## src/rtl/seq_divider_pkg.sv

```systemverilog
// Shared definitions for the sequential restoring divider.
//   N_DEF       : default operand width in bits
//   state_t     : controller states IDLE / RUN / DONE
//   CNT_W       : step-counter width for the default width
//   count_width : step-counter width for an arbitrary operand width
package seq_divider_pkg;

    localparam int unsigned N_DEF = 4;

    typedef enum logic [1:0] {
        IDLE = 2'd0,
        RUN  = 2'd1,
        DONE = 2'd2
    } state_t;

    // The counter must hold the value n itself, hence n+1 codes.
    function automatic int unsigned count_width(input int unsigned n);
        return $clog2(n + 1);
    endfunction

    localparam int unsigned CNT_W = count_width(N_DEF);

endpackage

```

## src/rtl/addsub_n.sv

```systemverilog
// Width-parameterised ripple-carry adder/subtractor.
//   a, b  : W-bit operands
//   mode  : 0 = add (a + b), 1 = subtract (a - b, two's complement)
//   s     : W-bit result (carry out discarded; sign read from s[W-1])
module addsub_n #(
    parameter int unsigned W = 5
) (
    input  logic [W-1:0] a,
    input  logic [W-1:0] b,
    input  logic         mode,
    output logic [W-1:0] s
);

    // Subtraction is a + ~b + 1: invert b and feed mode in as carry-in.
    // Each loop iteration is one full-adder stage of the ripple chain.
    always_comb begin
        logic [W-1:0] bx;
        logic         c;
        bx = b ^ {W{mode}};
        c  = mode;
        s  = '0;
        for (int unsigned i = 0; i < W; i++) begin
            s[i] = a[i] ^ bx[i] ^ c;
            c    = (a[i] & bx[i]) | (a[i] & c) | (bx[i] & c);
        end
    end

endmodule

```

## src/rtl/seq_divider.sv

```systemverilog
// Sequential unsigned restoring divider, one quotient bit per clock.
//   clk     : clock, rising edge
//   rst     : synchronous active-high reset
//   start   : begin a division (sampled in IDLE only)
//   x, y    : N-bit unsigned dividend / divisor
//   busy    : high while iterating (RUN)
//   done    : one-cycle completion pulse (DONE)
//   q, r    : quotient / remainder, held until the next completion
//   divzero : last result came from a zero divisor (q = all ones, r = x)
module seq_divider
    import seq_divider_pkg::*;
#(
    parameter int unsigned N = N_DEF
) (
    input  logic         clk,
    input  logic         rst,
    input  logic         start,
    input  logic [N-1:0] x,
    input  logic [N-1:0] y,
    output logic         busy,
    output logic         done,
    output logic [N-1:0] q,
    output logic [N-1:0] r,
    output logic         divzero
);

    localparam int unsigned CW = count_width(N);

    state_t        state, state_n;
    logic [N:0]    a_reg, a_n;
    logic [N-1:0]  qw_reg, qw_n;
    logic [N-1:0]  y_reg, y_n;
    logic [CW-1:0] cnt, cnt_n;
    logic [N-1:0]  q_n, r_n;
    logic          divzero_n;

    logic [2*N:0]  aq_sh;
    logic [N:0]    a_sh;
    logic [N-1:0]  q_sh;
    logic [N:0]    diff;
    logic [N:0]    step_a;
    logic [N-1:0]  step_q;

    // Shift {A,Q} left by one; A's MSB falls off (A < Y before the shift).
    always_comb begin
        aq_sh = {a_reg, qw_reg} << 1;
        a_sh  = aq_sh[2*N:N];
        q_sh  = aq_sh[N-1:0];
    end

    addsub_n #(.W(N + 1)) u_addsub (
        .a    (a_sh),
        .b    ({1'b0, y_reg}),
        .mode (1'b1),
        .s    (diff)
    );

    // Restore on a negative difference; the quotient bit is the inverted sign.
    always_comb begin
        step_a    = diff[N] ? a_sh : diff;
        step_q    = q_sh;
        step_q[0] = ~diff[N];
    end

    assign busy = (state == RUN);
    assign done = (state == DONE);

    always_comb begin
        state_n   = state;
        a_n       = a_reg;
        qw_n      = qw_reg;
        y_n       = y_reg;
        cnt_n     = cnt;
        q_n       = q;
        r_n       = r;
        divzero_n = divzero;
        case (state)
            IDLE: begin
                if (start) begin
                    if (y == '0) begin
                        state_n   = DONE;
                        q_n       = '1;
                        r_n       = x;
                        divzero_n = 1'b1;
                    end else begin
                        state_n = RUN;
                        y_n     = y;
                        a_n     = '0;
                        qw_n    = x;
                        cnt_n   = CW'(N);
                    end
                end
            end
            RUN: begin
                a_n   = step_a;
                qw_n  = step_q;
                cnt_n = cnt - CW'(1);
                if (cnt == CW'(1)) begin
                    state_n   = DONE;
                    q_n       = step_q;
                    r_n       = step_a[N-1:0];
                    divzero_n = 1'b0;
                end
            end
            DONE: begin
                state_n = IDLE;
            end
            default: begin
                state_n = IDLE;
            end
        endcase
    end

    always_ff @(posedge clk) begin
        if (rst) begin
            state   <= IDLE;
            a_reg   <= '0;
            qw_reg  <= '0;
            y_reg   <= '0;
            cnt     <= '0;
            q       <= '0;
            r       <= '0;
            divzero <= 1'b0;
        end else begin
            state   <= state_n;
            a_reg   <= a_n;
            qw_reg  <= qw_n;
            y_reg   <= y_n;
            cnt     <= cnt_n;
            q       <= q_n;
            r       <= r_n;
            divzero <= divzero_n;
        end
    end

endmodule

```

## config.mk

```make
export PLATFORM = sky130hd
export DESIGN_NAME = seq_divider
export DESIGN_NICKNAME = d
export VERILOG_FILES = /design/src/rtl/seq_divider_pkg.sv /design/src/rtl/addsub_n.sv /design/src/rtl/seq_divider.sv
export SDC_FILE = /design/constraint.sdc
export NUM_CORES = 1
export LEC_CHECK = 0
export BUFFER_PORTS_ARGS = -buffer_cell sky130_fd_sc_hd__buf_2
export CORE_ASPECT_RATIO = 1.1
export CORE_MARGIN = 4
export CORE_UTILIZATION = 46
export CTS_CLUSTER_DIAMETER = 50
export CTS_CLUSTER_SIZE = 12
export DETAILED_ROUTE_END_ITERATION = 10
export GPL_TIMING_DRIVEN = 0
export PLACE_DENSITY = 0.67
export REMOVE_ABC_BUFFERS = 1
export SETUP_SLACK_MARGIN = 0.02
export SYNTH_ARGS = -nofsm -noshare
export SYNTH_HDL_FRONTEND = slang
export SYNTH_SLANG_ARGS = --single-unit
```

## constraint.sdc

```tcl
create_clock -name clk -period 3.2 [get_ports clk]
set_input_delay 0.16 -clock clk [delete_from_list [all_inputs] [get_ports clk]]
set_output_delay 0.16 -clock clk [all_outputs]
set_load 0.1 [all_outputs]
```

==> metrics <==
clock sink count 26; Worst Setup Slack, final 0.487 ns; GRT busiest layer met2; met3 usage 2.75%; Slew headroom 21.6%; Area growth syn-to-layout 10.1%; post-CTS setup repair buffer count 0; Net Sw Power 275 uW; Final Instance Area 1520 um^2; crit path kind register to register; status completed; Seq pwr share 48.4%; initial core utilization 48.8%; initial antenna violation count 0; First-pass DRT Iterations 4; cells along the critical path inv_1 -> ha_1 -> inv_1 -> fa_1 -> inv_1 -> fa_1 -> fa_1 -> xnor2_2 -> nand2_1 -> a311oi_2 -> nor3_2; Clock Power Share 21.7%; Placer Congestion 0.751; nets 180; total global-route track usage 14.0%; Pleak 0.610 nW; vias per inst 5.25; CTS buffer count 3; commonest non-fill, non-tap cells in the layout dfxtp_1, buf_2, nand2_1; row count 20; most common cell after layout, fill and taps aside dfxtp_1; Final Hold Fails 0; Final ANT Viol Nets 0; #FFs+latches synth 26; unrepaired setup endpoints after global routing false; Fmax 369 MHz; routing usage on met1 18.0%; first-pass GRT wire length 4310 um; CTS tree done; max_cap viols 0; largest net degree at the start of global routing 28; # IOs 22; post-layout util 53.7%; R2R depth 11; Antenna Cells 0; combinational share of power 29.9%; Avg Cell Area, Syn 9.58 um^2; worst setup path startpoint qw_reg[3]$_SDFFE_PP0P_; final cycle utilization of the critical path 84.8%; sw frac 35.7%; post-cts sizing count 0; pwr dens 507 nW/um^2; Worst Setup End Kind register; I/O Buffers 21; Setup-failing EPs final 0; DP Wirelength 1840 um; worst-margin pin slew 1.17 ns; die area 3940 um^2; EDFF count, synth 0; Post-synth ARST share 0%; Hold-fix buffers, CTS 0; placed inst area 1480 um^2; FILL cells 287; Die Wd 60.2 um; Layout Skew 0.00343 ns; crit path DAT 2.92 ns; total gr overflow 0; vias post-DR 1,024; clock network latency to the later pin of the worst-skew pair 0.32 ns; CTS root buffer clkbuf_4; Iter 0 DRT Violations 26; Max Buffers Root-to-Sink 2; total wire length 2480 um; slowest stage cell on the critical path fa_1; CTS H-Tree Depth 1; Synth Warn # 0; Die Span Y 65.4 um; R2R Path End r[0]$_SDFFE_PP0P_; min Tclk post-route 2.71 ns; PnR Total Power 770 uW; CP required 3.40 ns; Setup crit end r[0]$_SDFFE_PP0P_; crit-path max cell delay 0.42 ns; r2r setup slk 0.49 ns; dpl ws 0.502 ns; Tightest Hold Check Type input pin to register; wire per inst 12.7 um; critical path launch point type register; cells after synthesis 144; Post-Syn Area 1380 um^2; sequential area share after synthesis 37.7%; most frequently used flop master after synthesis dfxtp_1; DRC viols 0; share of cells above drive strength 1 29.6%; Clk pin slew, worst setup/hold paths 0.14 ns; synth unique cells 35; Worst Path Max Fanout 9; core region area 2830 um^2; fin. max-slew vios 0; M2 GR Usage 22.8%; Reg-to-Reg Start qw_reg[3]$_SDFFE_PP0P_; Max IR drop VDD 280 uV; hold_ws 0.0860 ns; vias in the first global route 1,012; P_int 495 uW
==> worst max-delay path: cells and delay by family (launching register included) <==
kind,cells,cell delay (ns)
buf+inv,3,0.19
fa+ha+maj,4,1.16
compound gates,1,0.31
flops,1,0.35
simple gates,2,0.23
xor+xnor,1,0.37
==> cells in the mapped netlist, types with 2 or more instances <==
library cell,count,area [um^2]
nand2_1,15,56.3
ha_1,3,37.5
nand3_1,3,15.0
buf_6,2,22.5
nor3_1,3,15.0
fa_1,3,60.1
a211oi_2,6,75.1
inv_1,13,48.8
a21oi_1,9,45.0
o21ai_0,2,10.0
nand3b_1,3,22.5
nor2b_1,9,56.3
or2_2,2,12.5
clkbuf_1,3,11.3
buf_2,2,10.0
nor2_1,13,48.8
a211oi_1,5,37.5
dfxtp_1,26,521
nor3_2,5,50.1
a311oi_2,2,30.0
==> cells by family after synthesis <==
logic type	share of synthesized area [%]
AOI/OAI and AO/OA	20.3
DFF	37.7
xor gates and xnor gates	1.18
and+or+nand+nor	26.2
muxes	0.726
adders and majority gates	7.08
buffers and inverters	6.72
==> how the worst min path moves through the flow <==
stage               from                    end  slack (ns)  cells after the start
finish              y[1]  y_reg[1]$_SDFFE_PP0P_        0.09                      3
global route        y[1]  y_reg[1]$_SDFFE_PP0P_        0.09                      3
CTS                 y[1]  y_reg[1]$_SDFFE_PP0P_        0.08                      3
detailed placement  y[1]  y_reg[1]$_SDFFE_PP0P_        0.44                      3
global placement    y[1]  y_reg[1]$_SDFFE_PP0P_        0.43                      3
floorplan            rst    cnt[0]$_SDFFE_PP0P_        0.22                      1
==> power groups by stage <==
| stage | logic (mW) | clock network [mW] | registers [mW] |
|---|---|---|---|
| 2_1_floorplan | 0.147 | 0 | 0.416 |
| 3_3_place_gp | 0.227 | 0 | 0.378 |
| 3_5_place_dp | 0.231 | 0 | 0.380 |
| 4_1_cts | 0.232 | 0.175 | 0.373 |
| 5_1_grt | 0.255 | 0.181 | 0.378 |
| 6_report | 0.230 | 0.167 | 0.372 |
==> stage by stage <==
step	std cells	TNS [ns]
3_5_place_dp	191	0
4_1_cts	195	0
6_report	195	0
3_3_place_gp	191	0
5_1_grt	195	0
2_1_floorplan	137	-0.141
==> per-layer routing <==
metal  vias up  share of wire [%]
li1        525                  -
met1       477                 46
met2        18                 47
met3         4                4.6
met4         0                1.7
met5         -                  0
==> layout make-up <==
cell class | instances | area [um^2] | area share, %
repair buffers | 21 | 105 | 6.92
well taps | 33 | 41.3 | 2.72
clock buffers | 4 | 36.3 | 2.39
multi-input cells | 98 | 766 | 50.5
flip-flops and latches | 26 | 520 | 34.3
inverters | 13 | 48.8 | 3.22
No activity file was read; power rests on OpenSTA's default activity.
